<file path="config.mk">
export PLATFORM = sky130hd
export DESIGN_NAME = ps2_host_tx
export DESIGN_NICKNAME = d
export VERILOG_FILES = /design/src/rtl/ps2_pkg.sv /design/src/rtl/ps2_clk_filter.sv /design/src/rtl/ps2_host_tx.sv
export SDC_FILE = /design/constraint.sdc
export NUM_CORES = 1
export LEC_CHECK = 0
export ABC_AREA = 0
export CAP_MARGIN = 25
export CORE_MARGIN = 5
export CORE_UTILIZATION = 34
export CTS_BUF_LIST = sky130_fd_sc_hd__clkbuf_8
export DETAILED_ROUTE_END_ITERATION = 12
export SLEW_MARGIN = 20
export SYNTH_ARGS = -nofsm -noshare
export SYNTH_HDL_FRONTEND = slang
export SYNTH_HIERARCHICAL = 1
export SYNTH_SLANG_ARGS = --single-unit
</file>
<file path="constraint.sdc">
create_clock -name clk -period 3.6 [get_ports clk]
set_input_delay 0.54 -clock clk [delete_from_list [all_inputs] [get_ports clk]]
set_output_delay 0.54 -clock clk [all_outputs]
set_load 0.03 [all_outputs]
</file>
<file path="src/rtl/ps2_pkg.sv">
// rtl/ps2_pkg.sv - shared PS/2 host transmitter types and command constants
// Contents: transmitter state enum, frame geometry, keyboard command bytes,
// odd-parity helper.
package ps2_pkg;

    typedef enum logic [2:0] {
        IDLE,
        INHIBIT,
        START,
        BITS,
        ACK,
        WAIT_IDLE
    } ps2_tx_state_t;

    localparam logic [7:0] PS2_CMD_SET_LEDS = 8'hED;
    localparam logic [7:0] PS2_CMD_RESET    = 8'hFF;

    // Bit positions 0..7 data, 8 parity, 9 stop.
    localparam logic [3:0] PS2_STOP_IDX = 4'd9;

    function automatic logic ps2_odd_parity(input logic [7:0] b);
        return ~^b;
    endfunction

endpackage

</file>
<file path="src/rtl/ps2_clk_filter.sv">
// rtl/ps2_clk_filter.sv - PS/2 clock synchronizer, glitch filter and falling-edge strobe
// Ports:
//   clk, rst_n  : system clock, asynchronous active-low reset
//   raw_in      : raw asynchronous PS/2 clock pin
//   level       : filtered clock level (resets high, the idle bus level)
//   fall        : one-cycle strobe when the filtered level goes 1 -> 0
module ps2_clk_filter #(
    parameter int clock_filter = 24
) (
    input  logic clk,
    input  logic rst_n,
    input  logic raw_in,
    output logic level,
    output logic fall
);

    localparam int CW = $clog2(clock_filter + 1);
    localparam logic [CW-1:0] CNT_LAST = CW'(clock_filter - 1);

    logic [1:0]    sync;
    logic [CW-1:0] cnt;

    // The counter only runs while the synchronized pin disagrees with the
    // filtered level; any sample back at the old level restarts the count.
    always_ff @(posedge clk or negedge rst_n) begin
        if (!rst_n) begin
            sync  <= 2'b11;
            cnt   <= '0;
            level <= 1'b1;
            fall  <= 1'b0;
        end else begin
            sync <= {sync[0], raw_in};
            fall <= 1'b0;
            if (sync[1] == level) begin
                cnt <= '0;
            end else if (cnt == CNT_LAST) begin
                cnt   <= '0;
                level <= sync[1];
                fall  <= level;
            end else begin
                cnt <= cnt + CW'(1);
            end
        end
    end

endmodule

</file>
<file path="src/rtl/ps2_host_tx.sv">
// rtl/ps2_host_tx.sv - PS/2 host-to-device command byte transmitter
// Ports:
//   clk, rst_n              : system clock, asynchronous active-low reset
//   tx_byte, tx_trigger     : byte to send (LSB first), one-cycle request
//   tx_busy                 : transfer in progress
//   tx_done, tx_error       : one-cycle completion / failure pulses
//   ps2_clk_in, ps2_dat_in  : raw PS/2 pins
//   ps2_clk_oe, ps2_dat_oe  : 1 pulls the corresponding open-drain line low
module ps2_host_tx
    import ps2_pkg::*;
#(
    parameter int clock_filter   = 24,
    parameter int inhibit_cycles = 12000,
    parameter int timeout_cycles = 2000000
) (
    input  logic       clk,
    input  logic       rst_n,
    input  logic [7:0] tx_byte,
    input  logic       tx_trigger,
    output logic       tx_busy,
    output logic       tx_done,
    output logic       tx_error,
    input  logic       ps2_clk_in,
    input  logic       ps2_dat_in,
    output logic       ps2_clk_oe,
    output logic       ps2_dat_oe
);

    localparam int IW = (inhibit_cycles > 1) ? $clog2(inhibit_cycles) : 1;
    localparam int TW = $clog2(timeout_cycles + 1);
    localparam logic [IW-1:0] INH_LAST = IW'(inhibit_cycles - 1);
    localparam logic [TW-1:0] TO_LAST  = TW'(timeout_cycles - 1);

    logic       clk_level;
    logic       fall;
    logic [1:0] dat_sync_r;
    logic       dat_sync;

    ps2_tx_state_t state_q, state_d;
    logic [IW-1:0] inh_cnt_q, inh_cnt_d;
    logic [TW-1:0] to_cnt_q, to_cnt_d;
    logic [3:0]    bit_idx_q, bit_idx_d;
    logic [9:0]    frame_q, frame_d;
    logic          dat_oe_q, dat_oe_d;
    logic          done_q, done_d;
    logic          error_q, error_d;
    logic          watched;

    ps2_clk_filter #(
        .clock_filter(clock_filter)
    ) u_clk_filter (
        .clk   (clk),
        .rst_n (rst_n),
        .raw_in(ps2_clk_in),
        .level (clk_level),
        .fall  (fall)
    );

    always_ff @(posedge clk or negedge rst_n) begin
        if (!rst_n) begin
            dat_sync_r <= 2'b11;
        end else begin
            dat_sync_r <= {dat_sync_r[0], ps2_dat_in};
        end
    end
    assign dat_sync = dat_sync_r[1];

    always_ff @(posedge clk or negedge rst_n) begin
        if (!rst_n) begin
            state_q   <= IDLE;
            inh_cnt_q <= '0;
            to_cnt_q  <= '0;
            bit_idx_q <= '0;
            frame_q   <= '0;
            dat_oe_q  <= 1'b0;
            done_q    <= 1'b0;
            error_q   <= 1'b0;
        end else begin
            state_q   <= state_d;
            inh_cnt_q <= inh_cnt_d;
            to_cnt_q  <= to_cnt_d;
            bit_idx_q <= bit_idx_d;
            frame_q   <= frame_d;
            dat_oe_q  <= dat_oe_d;
            done_q    <= done_d;
            error_q   <= error_d;
        end
    end

    // States in which the device is expected to be clocking.
    assign watched = (state_q == START) || (state_q == BITS) ||
                     (state_q == ACK)   || (state_q == WAIT_IDLE);

    always_comb begin
        state_d   = state_q;
        inh_cnt_d = inh_cnt_q;
        to_cnt_d  = to_cnt_q;
        bit_idx_d = bit_idx_q;
        frame_d   = frame_q;
        dat_oe_d  = dat_oe_q;
        done_d    = 1'b0;
        error_d   = 1'b0;

        unique case (state_q)
            IDLE: begin
                inh_cnt_d = '0;
                to_cnt_d  = '0;
                bit_idx_d = '0;
                dat_oe_d  = 1'b0;
                if (tx_trigger) begin
                    frame_d = {1'b1, ps2_odd_parity(tx_byte), tx_byte};
                    state_d = INHIBIT;
                end
            end
            INHIBIT: begin
                if (inh_cnt_q == INH_LAST) begin
                    inh_cnt_d = '0;
                    state_d   = START;
                end else begin
                    inh_cnt_d = inh_cnt_q + IW'(1);
                end
            end
            START: begin
                if (fall) begin
                    dat_oe_d  = ~frame_q[0];
                    bit_idx_d = 4'd1;
                    state_d   = BITS;
                end
            end
            BITS: begin
                if (fall) begin
                    dat_oe_d  = ~frame_q[bit_idx_q];
                    bit_idx_d = bit_idx_q + 4'd1;
                    if (bit_idx_q == PS2_STOP_IDX) begin
                        state_d = ACK;
                    end
                end
            end
            ACK: begin
                if (fall) begin
                    if (dat_sync) begin
                        error_d = 1'b1;
                        state_d = IDLE;
                    end else begin
                        state_d = WAIT_IDLE;
                    end
                end
            end
            WAIT_IDLE: begin
                if (clk_level && dat_sync) begin
                    done_d  = 1'b1;
                    state_d = IDLE;
                end
            end
            default: begin
                state_d = IDLE;
            end
        endcase

        // Timeout has priority over a same-cycle completion so that done and
        // error can never pulse together.
        if (watched) begin
            if (fall) begin
                to_cnt_d = '0;
            end else if (to_cnt_q == TO_LAST) begin
                to_cnt_d = '0;
                dat_oe_d = 1'b0;
                done_d   = 1'b0;
                error_d  = 1'b1;
                state_d  = IDLE;
            end else begin
                to_cnt_d = to_cnt_q + TW'(1);
            end
        end
    end

    // Line drives decode straight from state so an asynchronous reset
    // releases the bus without waiting for a clock edge.
    assign ps2_clk_oe = (state_q == INHIBIT);
    assign ps2_dat_oe = ((state_q == INHIBIT) && (inh_cnt_q == INH_LAST)) ||
                        (state_q == START) ||
                        ((state_q == BITS) && dat_oe_q);
    assign tx_busy    = (state_q != IDLE);
    assign tx_done    = done_q;
    assign tx_error   = error_q;

endmodule

</file>
==> run_results.csv, run 1 <==
group,metric,value,unit
clock_network,cts_root_buf,"clkbuf_8",
floorplanning,dieHeight,112,um
placed_design,place_area,3840,um^2
detailed_routing,wirelength,7400,um
detailed_routing,via_per_inst,5.31,
global_route,grt_pass1_wl,12800,um
logic_synthesis,synth_seq_cells,66,
logic_synthesis,ys_async_sr_fraction,100,%
sta,max_freq,330,MHz
global_route,grt_pass1_vias,2672,
logic_synthesis,syn_area,3560,um^2
placed_design,routabilityCongestion,0.819,
setup_path,end_kind,"primary output",
logic_synthesis,ys_types,62,
floorplanning,die-area,12600,um^2
logic_synthesis,syn-num-nets,385,
setup_path,critPathArrivalTime,2490,ps
sta,fin_worst_skew,10.9,ps
status,status,"complete, no violations",
placed_design,numPortBuffers,17,
sta,worst_pin_slew,874,ps
detailed_routing,drc,0,
clock_network,cts_setup_buffers,0,
logic_synthesis,ys.flop_type,"dfrtp_1",
logic_synthesis,ys_seq_area_share,46.6,%
global_route,grt_usage,12.3,%
detailed_routing,drtIter0Drc,184,
placed_design,dp.final_hpwl,5170,um
clock_network,cts_num_sinks,66,
pwr,vdd_drop_max,0.147,mV
sta,setup_viol_count_final,0,
global_route,grt_start_max_net_pins,40,
clock_network,h-tree-depth,3,
clock_network,cts_tree,"yes",
detailed_routing,vias,2785,
floorplanning,start_util,34.6,%
logic_synthesis,synth_top_area_share,42.9,%
setup_path,cp-start-kind,"flop",
clock_network,clock_latency,340,ps
sta,final.setup.tns,0,ps
clock_network,ctsHoldBuffers,0,
setup_path,crit_required,3060,ps
logic_synthesis,yosysMostFrequentCell,"dfrtp_1",
pwr,p_leak,0.00168,uW
global_route,antenna_found_initial,0,
floorplanning,die_x,112,um
detailed_routing,postRouteAntennaNets,0,
logic_synthesis,synth_common_cells,"dfrtp_1, nand2_1, a21oi_1",
setup_path,path_max_fanout,7,
logic_synthesis,yosysTopAreaCell,"dfrtp_1",
pwr,p_per_area,351,nW/um^2
clock_network,cts_buffer_depth,2,
final_layout,area_delta_synth_final,13.3,%
logic_synthesis,synth_cells,367,
floorplanning,core_area,10300,um^2
hold_path,hold_class,"in2async",
final_layout,final_net_count,401,
final_layout,drive_gt1_share,12.9,%
final_layout,fillers,1029,
logic_synthesis,yosys_warnings,6,
clock_network,cts.clk_slew.worst_paths,80,ps
sta,period_share,84.3,%
run,cap_violations,0,
sta,slew_violations,0,
setup_path,worstSetupPathType,"reg2out",
final_layout,antenna_cells,0,
clock_network,cts_resized,0,
detailed_routing,post_drt_wl_per_cell,14.1,um
logic_synthesis,synth.area.top_cells,"dfrtp_1, nand2_1, a21oi_1, dfstp_2, mux2_2",
sta,hold_violations,0,
clock_network,cts_buffers,9,
global_route,overflow,0,
floorplanning,num_rows,37,
setup_path,reg2regPathDepth,6,
sta,rsz0062_at_grt,"no",
detailed_routing,dr.pass1.iters,4,
sta,max_slew_margin,41.7,%
logic_synthesis,synth_edf_count,0,
final_layout,stdcell_area,4030,um^2
logic_synthesis,synth_area_per_cell,9.70,um^2
pwr,power,1410,uW
sta,fin_crit,3030,ps
floorplanning,io_pins,18,
==> cell usage in the layout (no fill, tap or decap), types with 5 or more instances in the layout <==
cell type,instances
dfrtp_1,61
nor2_1,24
and3_1,7
clkdlybuf4s50_1,16
nand4_1,10
o21ai_0,20
inv_1,11
a31oi_1,14
nand2_1,39
mux2_2,11
dfstp_2,5
mux2i_1,8
ha_1,5
clkbuf_8,11
nand3_1,22
a21oi_1,29
o22ai_1,5
xnor2_1,10
==> metrics by stage <==
stage | std cells | hold WS (ps) | util (%) | worst slack, ps
after global routing | 524 | 362 | 39.2 | 398
final | 524 | 308 | 39.2 | 566
after CTS | 524 | 329 | 39.2 | 543
after detailed placement | 508 | 348 | 37.4 | 934
after global placement | 508 | 346 | 37.4 | 949
after floorplan | 367 | 244 | - | 1370
==> cell type report <==
class	count	area, um^2	share of cell area [%]
Multi-Input combinational cell	274	1780	44.1
Inverter	11	41.3	1.02
Clock inverter	5	37.5	0.931
Tap cell	136	170	4.22
Timing Repair Buffer	21	195	4.84
Sequential cell	66	1660	41.1
Clock buffer	11	151	3.76
==> worst paths after layout <==
path / from / endpoint / slack [ps]
worst max register to register: state_q[1]$_DFF_PN0_ / to_cnt_q[7]$_DFFE_PN0P_ / 1040
worst min-delay path: rst_n / bit_idx_q[2]$_DFFE_PN0P_ / 310
worst max-delay path: inh_cnt_q[0]$_DFFE_PN0P_ / ps2_dat_oe / 570
max in group asynchronous: rst_n / dat_sync_r[1]$_DFF_PN1_ / 2430
worst min register to register: u_clk_filter/sync[0]$_DFF_PN1_ / u_clk_filter/sync[1]$_DFF_PN1_ / 360
min in group clk: u_clk_filter/sync[0]$_DFF_PN1_ / u_clk_filter/sync[1]$_DFF_PN1_ / 360
==> routing by layer <==
metal | global-route usage (%) | wire (um) | vias to the layer above
met2 | 19.2 | 3450 | 40
met5 | 0 | 0 | -
met1 | 16.5 | 3580 | 1351
met4 | 4.81 | 127 | 0
li1 | - | - | 1383
met3 | 2.91 | 240 | 11
==> power breakdown <==
part	switching (uW)	total, uW	internal [uW]
combinational	29.9	62.5	32.6
clock	296	586	290
sequential	8.99	765	756
total	335	1410	1080
==> registers in the layout (all words and copies together), names as in the netlist <==
name / count
bit_idx_q: 4
dat_oe_q: 1
dat_sync_r: 2
frame_q: 10
inh_cnt_q: 14
state_q: 3
to_cnt_q: 21
tx_done: 1
tx_error: 1
u_clk_filter/cnt: 5
u_clk_filter/fall: 1
u_clk_filter/level: 1
u_clk_filter/sync: 2
==> critical path, cell delays in order (launching register included) <==
cell             delay [ps]
dfrtp_1                 450
ha_1                    280
nand4_1                 130
nor4_2                  350
nand2_1                 120
a21oi_1                 140
clkdlybuf4s50_1         690
==> logic make-up (layout without fill, tap and decap cells) <==
| logic type | after synthesis | count (layout) | synth area share, % |
|---|---|---|---|
| AO/OA/AOI/OAI | 92 | 92 | 16.0 |
| adder cells (fa/ha/maj) | 5 | 5 | 1.76 |
| XOR/XNOR | 12 | 12 | 2.95 |
| AND/OR/NAND/NOR | 143 | 143 | 21.9 |
| flip-flops | 66 | 66 | 46.6 |
| multiplexers | 22 | 22 | 7.42 |
| buffers and inverters | 27 | 48 | 3.48 |
Power figures use the tool's default switching activity.
==> run 2: changes to the inputs <==
clock period = 2.6 ns   (was 3.6 ns; I/O delays follow)
==> run 2 against run 1 <==
Design area up 2.4%; sequential cell count stayed put; non-clock buffer count rose by 14; sequential share of layout area decreased by 0.97 points; sequential power grew 39%; routed wire length down 0.53%; first-iteration DRC count is 0.54% lower; via count is 2.3% higher; clock power increased by 28%; utilization rose by 0.95 points; largest cell class unchanged.
==> run_results.csv, run 2 (synthesis gave the netlist of run 1 again) <==
group,metric,value,unit
placed_design,pre_cts_slack,151,ps
final_layout,final-seq-area,1660,um^2
clock_network,cts.clk_slew.worst_paths,80,ps
detailed_routing,dr.pass1.iters,4,
detailed_routing,wirelength,7360,um
floorplanning,io_pins,18,
floorplanning,num_rows,37,
sta,final.setup.tns,0,ps
run,cap_violations,0,
global_route,grt_usage,12.3,%
clock_network,cts_setup_buffers,0,
setup_path,path_cells,"buf_4, or3_1, clkdlybuf4s50_1",
clock_network,clock_latency,340,ps
setup_path,r2r_start,"to_cnt_q[0]$_DFFE_PN0P_",
global_route,antenna_found_initial,0,
detailed_routing,via_per_inst,5.30,
hold_path,hold_class,"in2async",
sta,fin_worst_skew,12.1,ps
setup_path,cp-start-kind,"flop",
final_layout,largest_register,"to_cnt_q",
setup_path,worstSetupPathType,"reg2out",
sta,hold_ws,89.3,ps
setup_path,path_max_fanout,13,
final_layout,area_delta_synth_final,16.0,%
final_layout,final_net_count,415,
floorplanning,die_x,112,um
final_layout,largestRegisters,"to_cnt_q x21, inh_cnt_q x14, frame_q x10",
final_layout,final_common_cell,"dfrtp_1",
setup_path,end_kind,"primary output",
floorplanning,core_area,10300,um^2
placed_design,routabilityCongestion,0.837,
setup_path,worst-path-stages,3,
global_route,overflow,0,
floorplanning,dieHeight,112,um
setup_path,critPathArrivalTime,2060,ps
setup_path,rr_endpoint,"to_cnt_q[20]$_DFFE_PN0P_",
setup_path,cp_top_family,"buffers and inverters",
detailed_routing,post_drt_wl_per_cell,13.7,um
floorplanning,start_util,34.6,%
detailed_routing,drc,0,
global_route,grt_pass1_vias,2751,
sta,worst_pin_slew,896,ps
status,status,"complete, no violations",
clock_network,h-tree-depth,3,
final_layout,final_util,40.2,%
setup_path,reg2regPathDepth,7,
sta,fin_crit,2450,ps
placed_design,dp.final_hpwl,5270,um
pwr,vdd_drop_max,0.197,mV
global_route,grt_pass1_wl,12900,um
clock_network,cts_num_sinks,66,
pwr,p_leak,0.00177,uW
final_layout,antenna_cells,0,
clock_network,cts_root_buf,"clkbuf_8",
detailed_routing,drtIter0Drc,183,
pwr,power,1900,uW
clock_network,ctsHoldBuffers,0,
setup_path,rrSetupSlack,280,ps
setup_path,cp_slowest_stage_delay,610,ps
clock_network,cts_buffer_depth,2,
detailed_routing,postRouteAntennaNets,0,
sta,max_slew_margin,40.2,%
sta,setup_viol_count_final,0,
final_layout,multi_input_area,1780,um^2
sta,max_freq,409,MHz
setup_path,cp_slowest_cell,"clkdlybuf4s50_1",
sta,rsz0062_at_grt,"no",
global_route,grt_start_max_net_pins,38,
detailed_routing,vias,2850,
final_layout,layout_common_cells,"dfrtp_1, nand2_1, a21oi_1",
sta,hold_violations,0,
sta,slew_violations,0,
clock_network,cts_tree,"yes",
sta,period_share,94.0,%
floorplanning,die-area,12600,um^2
setup_path,crit_required,2210,ps
final_layout,drive_gt1_share,15.7,%
placed_design,numPortBuffers,17,
final_layout,largest_register_ffs,21,
setup_path,cp_num_buf_inv,2,
pwr,p_per_area,460,nW/um^2
clock_network,cts_buffers,9,
final_layout,fillers,1035,
sta,setup_slack,155,ps
## run 2: stage by stage
stage,instances,instance area [um^2]
2_1_floorplan,367,3560
3_3_place_gp,522,3960
3_5_place_dp,522,3960
4_1_cts,538,4130
5_1_grt,538,4130
6_report,538,4130
## run 2: area by class of cell
| type | count | area share (%) |
|---|---|---|
| Multi-Input combinational cell | 274 | 43.1 |
| Sequential cell | 66 | 40.2 |
| Timing Repair Buffer | 35 | 7.45 |
| Tap cell | 136 | 4.12 |
| Clock buffer | 11 | 3.67 |
| Inverter | 11 | 1.00 |
| Clock inverter | 5 | 0.545 |
## run 2: power breakdown
| part | total, uW | switching [uW] | internal (uW) |
|---|---|---|---|
| logic | 87.2 | 41.0 | 46.2 |
| clock network | 752 | 366 | 386 |
| registers | 1060 | 11.4 | 1050 |
## run 2: repair_timing
| item | 4_1_cts | 5_1_grt |
|---|---|---|
| endpoints found under the setup margin | 1 | 1 |
| hold endpoints to repair | 0 | 0 |
| pin swaps | 0 | 0 |
| gates resized for setup | 1 | 2 |
## run 2: worst max path at each step
| stage | startpoint | to |
|---|---|---|
| final | state_q[1]$_DFF_PN0_ | tx_busy |
| after global routing | state_q[1]$_DFF_PN0_ | tx_busy |
| after CTS | inh_cnt_q[8]$_DFFE_PN0P_ | ps2_dat_oe |
| after detailed placement | inh_cnt_q[8]$_DFFE_PN0P_ | ps2_dat_oe |
| after global placement | inh_cnt_q[8]$_DFFE_PN0P_ | ps2_dat_oe |
| after floorplan | inh_cnt_q[8]$_DFFE_PN0P_ | ps2_dat_oe |
## run 2: per-layer routing
metal  wire [um]  share of wire [%]  vias to the layer above  GRT usage, %
met2        3420                 46                       66          19.5
met1        3520                 48                     1364          16.1
li1            -                  -                     1412             -
met5           0                  0                        -             0
met3         316                4.3                        8          3.34
met4         104                1.4                        0          4.41
==> run 3: changes to the inputs <==
CORE_ASPECT_RATIO = 1.75   (was default)
CORE_UTILIZATION = 42   (was 34)
SLEW_MARGIN = 25   (was 20)
==> run 3 against run 2 <==
Total power down 0.56%; first-iteration DRC count down 26%; clock power is 2% lower.
==> run_results.csv, run 3 (synthesis gave the netlist of run 1 again) <==
group,metric,value,unit
status,status,"complete, no violations",
global_route,overflow,0,
detailed_routing,post_drt_wl_per_cell,15.2,um
global_route,antenna_found_initial,0,
hold_path,hold_class,"in2async",
final_layout,fin_cells,511,
detailed_routing,dr.pass1.iters,4,
setup_path,cp-start-kind,"flop",
floorplanning,die_x,79.6,um
detailed_routing,postRouteAntennaNets,0,
detailed_routing,drc,0,
pwr,p_leak,0.00175,uW
sta,period_share,92.5,%
clock_network,cts_tree,"yes",
sta,setup_viol_count_final,0,
pwr,vdd_drop_max,0.256,mV
sta,max_freq,416,MHz
clock_network,h-tree-depth,3,
setup_path,crit_required,2210,ps
setup_path,worstSetupPathType,"reg2out",
sta,slew_violations,0,
detailed_routing,wirelength,7770,um
final_layout,layout_common_cells,"dfrtp_1, nand2_1, a21oi_1",
setup_path,path_max_fanout,5,
detailed_routing,via_per_inst,5.57,
sta,fin_worst_skew,8.99,ps
final_layout,largest_register,"to_cnt_q",
final_layout,final_net_count,409,
final_layout,final_common_cell,"dfrtp_1",
floorplanning,io_pins,18,
placed_design,numPortBuffers,17,
placed_design,dp.final_hpwl,5420,um
sta,max_slew_margin,46.8,%
placed_design,routabilityCongestion,0.820,
final_layout,area_delta_synth_final,14.1,%
clock_network,cts.clk_slew.worst_paths,70,ps
final_layout,drive_gt1_share,14.6,%
sta,worst_pin_slew,798,ps
global_route,grt_usage,16.2,%
sta,hold_violations,0,
sta,rsz0062_at_grt,"no",
clock_network,cts_root_buf,"clkbuf_8",
clock_network,cts_buffers,9,
placed_design,dp_cells,495,
floorplanning,die-area,10500,um^2
detailed_routing,drtIter0Drc,136,
run,cap_violations,0,
detailed_routing,vias,2846,
pwr,p_per_area,464,nW/um^2
clock_network,cts_setup_buffers,0,
global_route,grt_pass1_wl,13500,um
floorplanning,dieHeight,132,um
global_route,grt_start_max_net_pins,67,
floorplanning,num_rows,44,
clock_network,cts_num_sinks,66,
setup_path,end_kind,"primary output",
sta,final.setup.tns,0,ps
floorplanning,start_util,42.8,%
clock_network,clock_latency,340,ps
setup_path,critPathArrivalTime,2020,ps
clock_network,cts_buffer_depth,2,
pwr,power,1890,uW
final_layout,largest_register_ffs,21,
floorplanning,core_area,8310,um^2
global_route,grt_pass1_vias,2836,
final_layout,antenna_cells,0,
final_layout,largestRegisters,"to_cnt_q x21, inh_cnt_q x14, frame_q x10",
clock_network,ctsHoldBuffers,0,
final_layout,fillers,772,
sta,fin_crit,2410,ps
[run 3: through the flow]
step	area (um^2)	util, %	hold slack, ps	setup WS, ps
after global routing	4060	48.9	81.6	68.7
after CTS	4050	48.7	56.9	26.8
final	4060	48.9	58.0	194
after floorplan	3560	-	94.4	519
after global placement	3890	46.7	347	444
after detailed placement	3890	46.7	348	419
[run 3: layout make-up]
| class | instances | area (um^2) | share of cell area [%] |
|---|---|---|---|
| clock buffer | 10 | 138 | 3.39 |
| tap | 115 | 144 | 3.54 |
| sequential | 66 | 1660 | 40.8 |
| inverter | 11 | 41.3 | 1.02 |
| timing repair buffer | 29 | 265 | 6.53 |
| multi-input combinational | 274 | 1790 | 44.0 |
| clock inverter | 6 | 26.3 | 0.647 |
[run 3: where the power goes]
part	switching [uW]	internal [uW]	total, uW
clock	383	357	740
combinational	41.5	46.4	87.9
sequential	11.9	1050	1060
total	437	1450	1890
[run 3: path summary, 6_finish.rpt]
kind,start,endpoint,slack [ps],depth (start not counted)
hold / removal,rst_n,u_clk_filter/cnt[0]$_DFF_PN0_,60,2
max in group asynchronous,rst_n,dat_sync_r[1]$_DFF_PN1_,2210,2
setup reg to reg,to_cnt_q[0]$_DFFE_PN0P_,to_cnt_q[20]$_DFFE_PN0P_,390,7
hold reg to reg,dat_sync_r[0]$_DFF_PN1_,dat_sync_r[1]$_DFF_PN1_,360,0
min in group clk,dat_sync_r[0]$_DFF_PN1_,dat_sync_r[1]$_DFF_PN1_,360,0
setup / recovery,inh_cnt_q[8]$_DFFE_PN0P_,ps2_dat_oe,190,5
[run 3: what timing repair did]
action | CTS | global route
gates resized for setup | 0 | 3
endpoints found under the setup margin | 0 | 1
hold endpoints to repair | 0 | 0
[run 3: per-layer routing]
metal	GRT usage [%]	wire length [um]	vias to the layer above
met2	26.7	4220	40
met1	19.1	3250	1406
met5	0	0	-
li1	-	-	1396
met4	8.13	67	0
met3	3.97	226	4
[run 3: critical path, stage by stage (launching register included)]
cell,delay [ps]
dfrtp_1,420
or3b_1,430
nor4_4,350
nand2_1,130
a21oi_1,160
buf_4,180
